### config.mk
export PLATFORM = sky130hd
export DESIGN_NAME = keypad_scanner
export DESIGN_NICKNAME = d
export VERILOG_FILES = /design/src/rtl/keypad_pkg.sv /design/src/rtl/keypad_debounce.sv /design/src/rtl/keypad_scanner.sv
export SDC_FILE = /design/constraint.sdc
export NUM_CORES = 1
export LEC_CHECK = 0
export ABC_CLOCK_PERIOD_IN_PS = 5100
export BUFFER_PORTS_ARGS = -buffer_cell sky130_fd_sc_hd__buf_2
export CAP_MARGIN = 20
export CORE_ASPECT_RATIO = 0.6
export CORE_MARGIN = 2
export CORE_UTILIZATION = 50
export DETAILED_ROUTE_END_ITERATION = 7
export GPL_TIMING_DRIVEN = 0
export PLACE_DENSITY = 0.68
export SYNTH_ARGS = -nofsm -noshare
export SYNTH_HDL_FRONTEND = slang
export SYNTH_SLANG_ARGS = --single-unit
### constraint.sdc
create_clock -name clk -period 5.1 [get_ports clk]
set_input_delay 0 -clock clk [delete_from_list [all_inputs] [get_ports clk]]
set_output_delay 0 -clock clk [all_outputs]
set_load 0.1 [all_outputs]
### src/rtl/keypad_pkg.sv
// Shared types and helpers for the matrix keypad scanner.
package keypad_pkg;

    typedef enum logic {
        PH_IDLE = 1'b0,
        PH_COL  = 1'b1
    } scan_phase_t;

    // Wide enough for any keypad whose frame fits the popcount helper below.
    localparam int unsigned EV_CODE_W = 8;
    localparam int unsigned POP_W_MAX = 256;

    typedef struct packed {
        logic [EV_CODE_W-1:0] code;
        logic                 press;
    } key_event_t;

    function automatic int unsigned popcount(input logic [POP_W_MAX-1:0] v);
        int unsigned n;
        n = 0;
        for (int i = 0; i < POP_W_MAX; i++) begin
            n = n + 32'(v[i]);
        end
        return n;
    endfunction

    function automatic int unsigned calc_stable_cycles(input int unsigned clk_freq,
                                                       input int unsigned stable_ms);
        return clk_freq / 1000 * stable_ms;
    endfunction

endpackage

### src/rtl/keypad_debounce.sv
// Single-key debouncer: output follows input after it has held a new level long enough.
module keypad_debounce #(
    parameter int unsigned stable_cycles = 100
) (
    input  logic clk,
    input  logic rst,
    input  logic din,
    output logic dout
);
    localparam int unsigned     CNT_W    = $clog2(stable_cycles + 1);
    localparam logic [CNT_W-1:0] CNT_LAST = CNT_W'(stable_cycles - 1);
    localparam logic [CNT_W-1:0] CNT_ONE  = CNT_W'(1);

    logic [CNT_W-1:0] cnt_reg;
    logic             dout_reg;

    always_ff @(posedge clk) begin
        if (rst) begin
            cnt_reg  <= '0;
            dout_reg <= 1'b0;
        end else if (din == dout_reg) begin
            cnt_reg <= '0;
        end else if (cnt_reg == CNT_LAST) begin
            dout_reg <= din;
            cnt_reg  <= '0;
        end else begin
            cnt_reg <= cnt_reg + CNT_ONE;
        end
    end

    assign dout = dout_reg;

endmodule

### src/rtl/keypad_scanner.sv
// Matrix keypad scanner: column scan, ghost-frame rejection, per-key debounce
// and a first-word-fall-through press/release event FIFO.
module keypad_scanner
    import keypad_pkg::*;
#(
    parameter int unsigned clk_freq      = 50_000_000,
    parameter int unsigned stable_ms     = 10,
    parameter int unsigned n_rows        = 4,
    parameter int unsigned n_cols        = 4,
    parameter int unsigned settle_cycles = 16,
    parameter int unsigned max_keys      = 1,
    parameter int unsigned fifo_depth    = 4
) (
    input  logic                               clk,
    input  logic                               rst,
    input  logic [n_rows-1:0]                  row,
    output logic [n_cols-1:0]                  col,
    output logic [n_rows*n_cols-1:0]           keys,
    output logic                               ev_valid,
    input  logic                               ev_ready,
    output logic [$clog2(n_rows*n_cols)-1:0]   ev_code,
    output logic                               ev_press
);
    localparam int unsigned N_KEYS = n_rows * n_cols;
    localparam int unsigned CODE_W = $clog2(N_KEYS);
    localparam int unsigned STABLE = calc_stable_cycles(clk_freq, stable_ms);
    localparam int unsigned SET_W  = $clog2(settle_cycles);
    localparam int unsigned CIDX_W = (n_cols > 1) ? $clog2(n_cols) : 1;
    localparam int unsigned PTR_W  = $clog2(fifo_depth);
    localparam int unsigned CNT_W  = PTR_W + 1;

    localparam logic [SET_W-1:0]  SET_LAST = SET_W'(settle_cycles - 1);
    localparam logic [SET_W-1:0]  SET_ONE  = SET_W'(1);
    localparam logic [CIDX_W-1:0] COL_LAST = CIDX_W'(n_cols - 1);
    localparam logic [CIDX_W-1:0] CIDX_ONE = CIDX_W'(1);
    localparam logic [PTR_W-1:0]  PTR_ONE  = PTR_W'(1);
    localparam logic [CNT_W-1:0]  CNT_ONE  = CNT_W'(1);
    localparam logic [CNT_W-1:0]  CNT_FULL = CNT_W'(fifo_depth);

    logic [n_rows-1:0] row_meta_reg;
    logic [n_rows-1:0] row_sync_reg;

    always_ff @(posedge clk) begin
        if (rst) begin
            row_meta_reg <= '1;
            row_sync_reg <= '1;
        end else begin
            row_meta_reg <= row;
            row_sync_reg <= row_meta_reg;
        end
    end

    // Scan FSM
    scan_phase_t       phase_reg, phase_next;
    logic [CIDX_W-1:0] col_idx_reg, col_idx_next;
    logic [SET_W-1:0]  settle_reg, settle_next;
    logic              phase_last;

    assign phase_last = (settle_reg == SET_LAST);

    always_ff @(posedge clk) begin
        if (rst) begin
            phase_reg   <= PH_IDLE;
            col_idx_reg <= '0;
            settle_reg  <= '0;
        end else begin
            phase_reg   <= phase_next;
            col_idx_reg <= col_idx_next;
            settle_reg  <= settle_next;
        end
    end

    always_comb begin
        phase_next   = phase_reg;
        col_idx_next = col_idx_reg;
        settle_next  = phase_last ? '0 : settle_reg + SET_ONE;
        if (phase_last) begin
            case (phase_reg)
                PH_IDLE: begin
                    phase_next   = PH_COL;
                    col_idx_next = '0;
                end
                PH_COL: begin
                    if (col_idx_reg == COL_LAST) begin
                        phase_next   = PH_IDLE;
                        col_idx_next = '0;
                    end else begin
                        col_idx_next = col_idx_reg + CIDX_ONE;
                    end
                end
                default: phase_next = PH_IDLE;
            endcase
        end
    end

    always_comb begin
        col = '1;
        for (int c = 0; c < n_cols; c++) begin
            col[c] = !((phase_reg == PH_COL) && (col_idx_reg == CIDX_W'(c)));
        end
    end

    // Raw frame assembly; frames with too many keys are treated as ghosting and dropped.
    logic [N_KEYS-1:0] raw_reg;
    logic [N_KEYS-1:0] frame_reg;

    always_ff @(posedge clk) begin
        if (rst) begin
            raw_reg   <= '0;
            frame_reg <= '0;
        end else if (phase_last) begin
            if (phase_reg == PH_IDLE) begin
                if (popcount(POP_W_MAX'(raw_reg)) <= max_keys) begin
                    frame_reg <= raw_reg;
                end
                raw_reg <= '0;
            end else begin
                for (int r = 0; r < n_rows; r++) begin
                    for (int c = 0; c < n_cols; c++) begin
                        if (col_idx_reg == CIDX_W'(c)) begin
                            raw_reg[r*n_cols+c] <= ~row_sync_reg[r];
                        end
                    end
                end
            end
        end
    end

    for (genvar gi = 0; gi < N_KEYS; gi++) begin : g_key
        keypad_debounce #(
            .stable_cycles(STABLE)
        ) u_debounce (
            .clk (clk),
            .rst (rst),
            .din (frame_reg[gi]),
            .dout(keys[gi])
        );
    end

    // Event generation: report the lowest-index key whose level differs from what was last reported.
    logic [N_KEYS-1:0] keys_dly_reg;
    logic [N_KEYS-1:0] reported_reg;
    logic [N_KEYS-1:0] diff;
    logic [CODE_W-1:0] low_idx;
    logic              push;
    logic              pop;
    logic              full;
    logic              empty;
    key_event_t        push_ev;
    key_event_t        head;

    assign diff = keys_dly_reg ^ reported_reg;

    always_comb begin
        low_idx = '0;
        for (int k = N_KEYS - 1; k >= 0; k--) begin
            if (diff[k]) begin
                low_idx = CODE_W'(k);
            end
        end
    end

    assign push = (diff != '0) && !full;

    always_comb begin
        push_ev       = '0;
        push_ev.code  = EV_CODE_W'(low_idx);
        push_ev.press = keys_dly_reg[low_idx];
    end

    always_ff @(posedge clk) begin
        if (rst) begin
            keys_dly_reg <= '0;
            reported_reg <= '0;
        end else begin
            keys_dly_reg <= keys;
            if (push) begin
                reported_reg[low_idx] <= keys_dly_reg[low_idx];
            end
        end
    end

    key_event_t       fifo_mem [fifo_depth];
    logic [PTR_W-1:0] wr_ptr_reg;
    logic [PTR_W-1:0] rd_ptr_reg;
    logic [CNT_W-1:0] count_reg;

    assign full  = (count_reg == CNT_FULL);
    assign empty = (count_reg == '0);
    assign pop   = !empty && ev_ready;

    always_ff @(posedge clk) begin
        if (push) begin
            fifo_mem[wr_ptr_reg] <= push_ev;
        end
    end

    always_ff @(posedge clk) begin
        if (rst) begin
            wr_ptr_reg <= '0;
            rd_ptr_reg <= '0;
            count_reg  <= '0;
        end else begin
            if (push) wr_ptr_reg <= wr_ptr_reg + PTR_ONE;
            if (pop)  rd_ptr_reg <= rd_ptr_reg + PTR_ONE;
            case ({push, pop})
                2'b10:   count_reg <= count_reg + CNT_ONE;
                2'b01:   count_reg <= count_reg - CNT_ONE;
                default: count_reg <= count_reg;
            endcase
        end
    end

    assign head     = fifo_mem[rd_ptr_reg];
    assign ev_valid = !empty;
    assign ev_code  = empty ? '0 : head.code[CODE_W-1:0];
    assign ev_press = !empty && head.press;

    if (CODE_W < EV_CODE_W) begin : g_code_pad
        logic unused_code_bits;
        assign unused_code_bits = ^head.code[EV_CODE_W-1:CODE_W];
    end

endmodule
==> results of run 1 <==
[where the power goes]
| group | leakage [nW] | internal [mW] | switching, mW |
|---|---|---|---|
| logic | 2.82 | 0.0917 | 0.201 |
| clock network | 0.644 | 1.71 | 1.28 |
| registers | 3.47 | 3.41 | 0.0137 |
| total | 6.94 | 5.21 | 1.50 |
[cell families after synthesis]
logic type	Yosys count	share of synthesized area (%)
buffers and inverters	135	3.11
AND/OR/NAND/NOR	993	25.3
flip-flops	428	47.0
AO/OA/AOI/OAI	147	5.04
XOR/XNOR	286	13.5
adder cells (fa/ha/maj)	42	3.26
multiplexers	45	2.81
[layout make-up]
type / instances / area (um2) / share of cell area, %
Tap cell: 504 / 631 / 3.03
Multi-Input combinational cell: 1513 / 9330 / 44.7
Antenna cell: 1 / 2.50 / 0.0120
Clock inverter: 18 / 179 / 0.859
Buffer: 74 / 352 / 1.69
Clock buffer: 54 / 1120 / 5.40
Inverter: 61 / 231 / 1.11
Sequential cell: 428 / 8770 / 42.1
Timing Repair Buffer: 39 / 228 / 1.09
[per-stage QoR]
step                      power [mW]  hold WS (ns)  setup slack [ns]  std cells
after floorplan                 3.71         0.104             0.330       2076
after global placement          3.78         0.189            -0.199       2611
after detailed placement        3.78         0.187            -0.225       2611
after CTS                       6.78         0.164            0.0551       2688
after global routing            6.95         0.180            0.0917       2691
final                           6.71         0.193             0.256       2692
[tightest hold or removal path: stages]
cell,delay (ns)
dlygate4sd3_1,0.51
buf_2,0.10
or2_2,0.09
[final timing paths]
kind	slack [ns]	cells past startpoint	endpoint
worst max-delay path	0.26	14	frame_reg[3]
worst min-delay path	0.19	3	row_meta_reg[0]
worst max register to register	0.26	14	frame_reg[3]
worst min register to register	0.41	1	row_sync_reg[1]
[per-layer routing]
| metal | track usage [%] | vias up | part of all wire, % |
|---|---|---|---|
| met5 | 0 | - | 0 |
| met4 | 5.61 | 0 | 2.1 |
| met3 | 4.25 | 65 | 6.1 |
| met2 | 28.0 | 302 | 39 |
| met1 | 30.3 | 6629 | 52 |
| li1 | - | 7174 | - |
[cell usage in the layout (no fill, tap or decap), types with 9 or more instances in the layout]
cell and count:
a21oi_1 49, or3_1 50, nor2b_1 17, clkinv_2 10, fa_1 11, nand4_1 45
xor2_1 181, nor2_1 420, edfxtp_1 20, and3_1 54, inv_1 59, nor4b_1 22
and4_1 23, nand2_1 157, nand3_1 114, or2_2 12, nor4_1 15, ha_1 31
and2_1 11, buf_4 20, nor3_1 35, buf_2 33, a32oi_1 9, a211oi_1 9
clkbuf_1 55, o21ai_0 44, dfxtp_1 408, clkbuf_16 41, mux2i_1 39, xnor2_1 104
[repair_timing]
item / CTS / global route
cloned: 0 / 0
setup buffers: 0 / 3
hold buffers: 5 / 0
endpoints found under the hold margin: 6 / 0
resized for setup: 2 / 0
endpoints found under the setup margin: 10 / 10
pin swaps: 0 / 1
==> results.md, run 1 <==
* DRT antenna net count at 0
* H-Tree Level Count at 2
* Yosys top cell area share at 43.8%
* Max VDD drop at 0.000221 V
* Synth Warn # at 0
* Crit end category: flip-flop
* Yosys cell types at 58
* Final Slew Violations at 0
* Mean Syn Cell Area at 8.99 um2
* Fin Setup TNS at 0 ns
* Via Count at 14200
* Design area at 20800 um2
* Async SR Flop Fraction at 0%
* Worst-Margin Slew at 0.800 ns
* Drt drc at 0
* Clock transition at path regs at 0.06 ns
* Crit path buf inv count at 4
* Min-delay src: row[0]
* Initial core utilization at 51.1%
* IO Pins at 33
* Worst-case clock buffer depth at 3
* Leakage at 6.94 nW
* Post-DP Area at 19500 um2
* Reg-to-reg startpoint: raw_reg[0]
* GPL Wtd Cong at 0.906
* Worst Path Arrival at 5.24 ns
* Worst Path Class, Setup: reg2reg
* Final hold violation count at 0
* GRT Resource Usage Total at 19.9%
* Class of the worst hold path: in2reg
* #FFs+latches synth at 428
* Top cell by count, worst path: fa_1
* Crit-path leading delay family: adder cells
* Clk sinks at 428
* Final nets at 2206
* Minimum clock period at 4.84 ns
* Cell with the most instances after synthesis: nor2_1
* Clock Latency Late Sink at 0.54 ns
* Synth area leaders: dfxtp_1, xor2_1, nor2_1
* Worst Path Required at 5.50 ns
* Core area at 36600 um2
* Pin count of the biggest net entering global routing at 16
* Root buffer cell: clkbuf_16
* Routed wire length at 38300 um
* DIE HEIGHT at 154 um
* Status: finished clean
* Global route overflow at 0
* Clk_skew at 0.0151 ns
* # Max-Cap Violations at 0
* Area Overhead vs Synth at 11.6%
* Die area at 38900 um2
* Most frequent cells after synthesis: nor2_1, dfxtp_1, xor2_1, nand2_1, nand3_1
* Final setup viols at 0
* IO Port Bufs at 31
* Crit-path cells: fa_1, inv_1, fa_1, fa_1, fa_1, inv_1, ha_1, inv_1, fa_1, or4b_2, nor3_4, buf_4, mux2i_1, nor2_1
* Global-route wire length before repair at 64200 um
* Slew headroom at 46.6%
* DP HPWL at 27500 um
* Number of enable flip-flop cells after synthesis at 20
* Cells after synthesis at 2076
* CP max-delay cell: or4b_2
* CTS buffer count at 40
* Worst setup path startpoint: raw_reg[0]
* CTS tree: yes
* Crit share post-route at 95.0%
* Initial DRC count at 1039
* Avg Vias per Cell at 5.26
* Share of layout cells above drive strength 1 at 6.95%
* Max reg flops at 304
* # fillers at 3194
* RSZ-0062 raised after global routing: false
* Max Clock Freq at 206 MHz
* Post-Syn Nets at 2125
* Wire length per cell at 14.2 um
* Largest area contributor in the netlist: dfxtp_1
* Chip width at 253 um
* Initial antenna violation count at 0
* Row cnt at 54
* Slowest stage delay, CP at 0.64 ns
* Critical Path Start Type: flip-flop
* Pre-antenna DRT Iters at 6
* Sequential area share after synthesis at 47.0%
* Power Density at 322 nW/um2
* Post-Route Utilization at 57.0%
* Main synth FF type: dfxtp_1
* CP max FO at 10
* Vias in the first global route at 13100
* Post-synthesis cell area at 18700 um2
Note: power is estimated with default switching activity, not from simulation.
==> run 2: changes to the inputs <==
--- a/config.mk
+++ b/config.mk
@@ -13,6 +13,7 @@
 export CORE_UTILIZATION = 50
 export DETAILED_ROUTE_END_ITERATION = 7
 export GPL_TIMING_DRIVEN = 0
+export MAX_ROUTING_LAYER = met4
 export PLACE_DENSITY = 0.68
 export SYNTH_ARGS = -nofsm -noshare
 export SYNTH_HDL_FRONTEND = slang
==> run 2 against run 1 <==
  * Critical endpoint is now frame_reg[8]
  * Cell count unchanged
  * Wire length up 0.79%
  * Global-route usage up 0.67 points
  * Flip-flop and latch count unchanged
  * Sequential power about the same
  * Register-to-register slack about the same
  * Combinational power about the same
  * Count of clock-buffer cells in the layout up 6
  * Worst setup slack worse by 0.013 ns
  * Total power up 1.4%
==> results.md, run 2 (synthesis gave the netlist of run 1 again) <==
* CTS buffer count at 41
* Leading cell type in the layout, fill and taps excluded: nor2_1
* DIE HEIGHT at 154 um
* Comb pwr share at 4.3%
* Clk pwr share at 45.3%
* Core area at 36600 um2
* Worst reg2reg endpoint: frame_reg[8]
* Psw at 1.50 mW
* Fin Setup TNS at 0 ns
* Slowest stage delay, CP at 0.62 ns
* RSZ-0062 raised after global routing: false
* Clk_skew at 0.0107 ns
* Max Clock Freq at 206 MHz
* Chip width at 253 um
* Worst-case clock buffer depth at 3
* Vias in the first global route at 12900
* # fillers at 3240
* Max VDD drop at 0.000193 V
* Row cnt at 54
* Die area at 38900 um2
* Worst Path Required at 5.51 ns
* Post-DP Area at 19500 um2
* Share of layout cells above drive strength 1 at 7.04%
* GPL Wtd Cong at 0.931
* Post-Place Cells at 2611
* Clock Latency Late Sink at 0.54 ns
* R2R depth at 14
* Initial DRC count at 864
* Worst-Margin Slew at 0.836 ns
* Global-route wire length before repair at 64700 um
* Most frequent cells in the layout: nor2_1, dfxtp_1, xor2_1
* Worst hold slack at 0.195 ns
* Final setup viols at 0
* Via Count at 14000
* H-Tree Level Count at 2
* Reg-to-reg slack, setup at 0.24 ns
* Sw Share at 22.0%
* Crit share post-route at 95.2%
* Crit-path cells: fa_1, inv_1, fa_1, fa_1, fa_1, inv_1, ha_1, inv_1, fa_1, or4b_2, nor3_4, buf_4, mux2i_1, nor2_1
* Internal power at 5.30 mW
* Slew headroom at 44.3%
* Status: finished clean
* Worst Path Arrival at 5.27 ns
* Fin cells at 2692
* Final nets at 2207
* IO Pins at 33
* Final hold violation count at 0
* Crit end category: flip-flop
* DP HPWL at 27700 um
* Class of the worst hold path: in2reg
* Routed wire length at 38600 um
* Root buffer cell: clkbuf_16
* IO Port Bufs at 31
* Top cell by count, worst path: fa_1
* Critical Path Start Type: flip-flop
* CP max FO at 10
* Area Overhead vs Synth at 11.9%
* Min-delay src: row[0]
* Minimum clock period at 4.86 ns
* Worst Path Class, Setup: reg2reg
* Wire length per cell at 14.4 um
* Leakage at 6.97 nW
* # Max-Cap Violations at 0
* Design area at 20900 um2
* DRT antenna net count at 0
* Power Density at 325 nW/um2
* Clk sinks at 428
* Clock transition at path regs at 0.06 ns
* Reg-to-reg startpoint: raw_reg[0]
* GRT Resource Usage Total at 20.6%
* Final Slew Violations at 0
* Pre-antenna DRT Iters at 7
* Sequential share of power at 50.4%
* Initial core utilization at 51.1%
* Hold depth at 3
* CTS tree: yes
* Post-Route Utilization at 57.1%
* Pin count of the biggest net entering global routing at 15
* Max reg flops at 304
* Initial antenna violation count at 0
* Avg Vias per Cell at 5.20
* Drt drc at 0
* Hold path endpoint: row_meta_reg[0]
* Global route overflow at 0
* CP max-delay cell: or4b_2
-- run 2: cell count changes in the layout (fill, tap and decap cells not counted) --
cell and change:
clkbuf_8 +7, clkbuf_1 -2, clkinv_2 -2, clkinvlp_4 -2, clkbuf_2 +1, clkinv_1 -1, clkinv_4 -1, diode_2 +1
inv_8 -1
-- run 2: worst max-delay path: cells and delay by family (launching register included) --
family	cells	cell delay, ns
and+or+nand+nor	3	0.95
muxes	1	0.23
DFF	1	0.36
buffers and inverters	4	0.50
adders and majority gates	6	2.67
-- run 2: worst max-delay path by stage --
stage	startpoint	to	slack, ns
3_3_place_gp	raw_reg[0]	frame_reg[1]	-0.21
5_1_grt	raw_reg[0]	frame_reg[3]	0.06
2_1_floorplan	raw_reg[0]	frame_reg[10]	0.33
3_5_place_dp	raw_reg[0]	frame_reg[6]	-0.25
6_report	raw_reg[0]	frame_reg[8]	0.24
4_1_cts	raw_reg[0]	frame_reg[8]	0.05
-- run 2: final cells by class --
class                           count  area, um2  area share, %
Multi-Input combinational cell   1513       9330           44.6
Sequential cell                   428       8770           42.0
Clock buffer                       60       1220           5.83
Tap cell                          504        631           3.02
Buffer                             74        352           1.68
Inverter                           61        231           1.11
Timing Repair Buffer               39        228           1.09
Clock inverter                     11        130          0.623
Antenna cell                        2       5.00         0.0240
-- run 2: through the flow --
step / power [mW] / worst slack, ns
floorplan: 3.71 / 0.330
global placement: 3.78 / -0.210
detailed placement: 3.79 / -0.252
CTS: 6.87 / 0.0492
global route: 7.04 / 0.0646
finish: 6.80 / 0.243
-- run 2: layer usage --
layer / routed length [um] / vias up / global-route usage, % / part of all wire (%)
met2: 15400 / 285 / 28.5 / 40
met4: 486 / 0 / 3.97 / 1.3
li1: - / 7166 / - / -
met1: 20400 / 6506 / 30.6 / 53
met5: 0 / - / - / 0
met3: 2370 / 52 / 4.33 / 6.1
-- run 2: power groups by stage --
| stage | sequential [mW] | combinational (mW) | clock (mW) |
|---|---|---|---|
| floorplan | 3.49 | 0.220 | 0 |
| global placement | 3.50 | 0.283 | 0 |
| detailed placement | 3.50 | 0.287 | 0 |
| CTS | 3.42 | 0.292 | 3.16 |
| global route | 3.42 | 0.318 | 3.30 |
| finish | 3.42 | 0.295 | 3.08 |
-- run 2: timing repair --
| action | CTS | global route |
|---|---|---|
| buffers inserted | 0 | 3 |
| gates resized for setup | 2 | 0 |
| pin swaps | 1 | 1 |
| hold buffers | 5 | 0 |
| setup endpoints to repair | 10 | 10 |
| hold endpoints to repair | 6 | 0 |
==> run 3: changes to the inputs <==
--- a/config.mk
+++ b/config.mk
@@ -14,7 +14,8 @@
 export DETAILED_ROUTE_END_ITERATION = 7
 export GPL_TIMING_DRIVEN = 0
 export MAX_ROUTING_LAYER = met4
-export PLACE_DENSITY = 0.68
+export PLACE_DENSITY = 0.7
+export RECOVER_POWER = 50
 export SYNTH_ARGS = -nofsm -noshare
 export SYNTH_HDL_FRONTEND = slang
 export SYNTH_SLANG_ARGS = --single-unit
==> run 3 against run 2 <==
  * Largest cell class unchanged
  * Maximum frequency is 0.41% lower
  * Worst hold slack got worse by 0.017 ns
  * Critical path depth is 1 higher
  * Non-clock buffer count fell by 2
  * Clock power shrank 2%
  * Largest power group unchanged
  * Cell count down 0.11%
  * Flip-flop and latch count unchanged
==> results.md, run 3 (synthesis gave the netlist of run 1 again) <==
* Clock Latency Late Sink at 0.55 ns
* Initial DRC count at 799
* Initial antenna violation count at 0
* Chip width at 253 um
* Critical Path Start Type: flip-flop
* Top cell by count, worst path: fa_1
* Area Overhead vs Synth at 11.4%
* Global route overflow at 0
* Minimum clock period at 4.88 ns
* Final Slew Violations at 0
* Initial core utilization at 51.1%
* Worst Path Class, Setup: reg2reg
* DP HPWL at 27600 um
* Share of layout cells above drive strength 1 at 5.72%
* DRT antenna net count at 0
* Worst-Margin Slew at 1.23 ns
* Crit-path leading delay family: adder cells
* GRT Resource Usage Total at 20.7%
* # Max-Cap Violations at 0
* Wire length per cell at 14.3 um
* WL met3 at 2140 um
* CP max-delay cell: fa_1
* Core area at 36600 um2
* Psw at 1.52 mW
* H-Tree Level Count at 2
* Drt drc at 0
* CTS buffer count at 40
* CP max FO at 10
* # diodes at 0
* Post-Route Utilization at 56.9%
* Sw Share at 22.6%
* Worst setup path startpoint: raw_reg[3]
* CTS tree: yes
* Row cnt at 54
* Internal power at 5.21 mW
* GPL Wtd Cong at 0.930
* Wl on met1 at 20100 um
* Crit end category: flip-flop
* Sequential share of power at 50.9%
* Crit path buf inv count at 4
* Vias in the first global route at 13400
* Final nets at 2204
* Multi-input gate area at 9310 um2
* Crit-path cells: fa_1, inv_1, fa_1, fa_1, fa_1, inv_1, ha_1, inv_1, fa_1, a2111oi_0, a21oi_1, nor3_4, buf_2, mux2i_1, nor2_1
* Slew headroom at 18.2%
* Min-delay src: rst
* Root buffer cell: clkbuf_16
* Worst Path Required at 5.50 ns
* Most frequent cells in the layout: nor2_1, dfxtp_1, xor2_1
* Pin count of the biggest net entering global routing at 17
* Leakage at 6.79 nW
* Worst hold slack at 0.178 ns
* # fillers at 3208
* Sequential cell area at 8770 um2
* Max Clock Freq at 205 MHz
* DR top layer: met4
* Routed wire length at 38400 um
* Clk sinks at 428
* Clk_skew at 0.0224 ns
* Die area at 38900 um2
* DIE HEIGHT at 154 um
* Status: finished clean
* Slowest stage delay, CP at 0.53 ns
* Global-route wire length before repair at 65300 um
* Comb pwr share at 4.2%
* Crit share post-route at 95.6%
* Worst-case clock buffer depth at 3
* Max reg flops at 304
* Clock transition at path regs at 0.07 ns
* Final setup viols at 0
* Clk pwr share at 44.9%
* Avg Vias per Cell at 5.24
* Worst Path Arrival at 5.28 ns
* Max VDD drop at 0.000237 V
* RSZ-0062 raised after global routing: false
* IO Pins at 33
* Leading cell type in the layout, fill and taps excluded: nor2_1
* Power Density at 324 nW/um2
* WL met2 at 15500 um
* Via Count at 14100
* Final hold violation count at 0
* IO Port Bufs at 31
* Class of the worst hold path: in2reg
* Fin Setup TNS at 0 ns
* Reg-to-reg startpoint: raw_reg[3]
* Pre-antenna DRT Iters at 5
## run 3: area by class of cell
| class | instances | share of cell area, % |
|---|---|---|
| multi-input combinational | 1513 | 44.8 |
| sequential | 428 | 42.2 |
| clock buffer | 49 | 5.32 |
| tap | 504 | 3.03 |
| buffer | 74 | 1.64 |
| inverter | 61 | 1.11 |
| clock inverter | 23 | 1.08 |
| timing repair buffer | 37 | 0.867 |
## run 3: stage by stage
| stage | total power [mW] | instance area [um2] | instances | setup slack [ns] |
|---|---|---|---|---|
| 2_1_floorplan | 3.71 | 18700 | 2076 | 0.330 |
| 3_3_place_gp | 3.77 | 19500 | 2611 | -0.120 |
| 3_5_place_dp | 3.78 | 19500 | 2611 | -0.158 |
| 4_1_cts | 6.80 | 20800 | 2689 | 0.211 |
| 5_1_grt | 6.97 | 20800 | 2689 | 0.00541 |
| 6_report | 6.73 | 20800 | 2689 | 0.223 |
## run 3: per-layer routing
layer	track usage, %	up-vias
met4	4.85	0
li1	-	7149
met5	-	-
met2	29.4	287
met1	30.2	6592
met3	4.03	54
## run 3: worst min-delay path, delay by kind of cell
family	cells	cell delay [ns]
simple gates	1	0.13
buf+inv	2	0.55
## run 3: worst paths after layout
kind                           end  slack [ns]  cells past startpoint
hold / removal    keys_dly_reg[14]        0.18                      3
setup / recovery      frame_reg[2]        0.22                     15
setup reg to reg      frame_reg[2]        0.22                     15
hold reg to reg    row_sync_reg[1]        0.40                      1
## run 3: power by group through the flow
stage	Combinational, mW	Sequential [mW]	Clock [mW]
5_1_grt	0.310	3.42	3.24
2_1_floorplan	0.220	3.49	0
3_3_place_gp	0.277	3.50	0
3_5_place_dp	0.283	3.50	0
4_1_cts	0.287	3.42	3.09
6_report	0.285	3.42	3.02
## run 3: timing repair
action / 4_1_cts / 5_1_grt
hold endpoints to repair: 6 / 0
hold buffers: 5 / 0
setup endpoints to repair: 10 / 0
buffers inserted: 1 / 0
gates resized for setup: 1 / 0
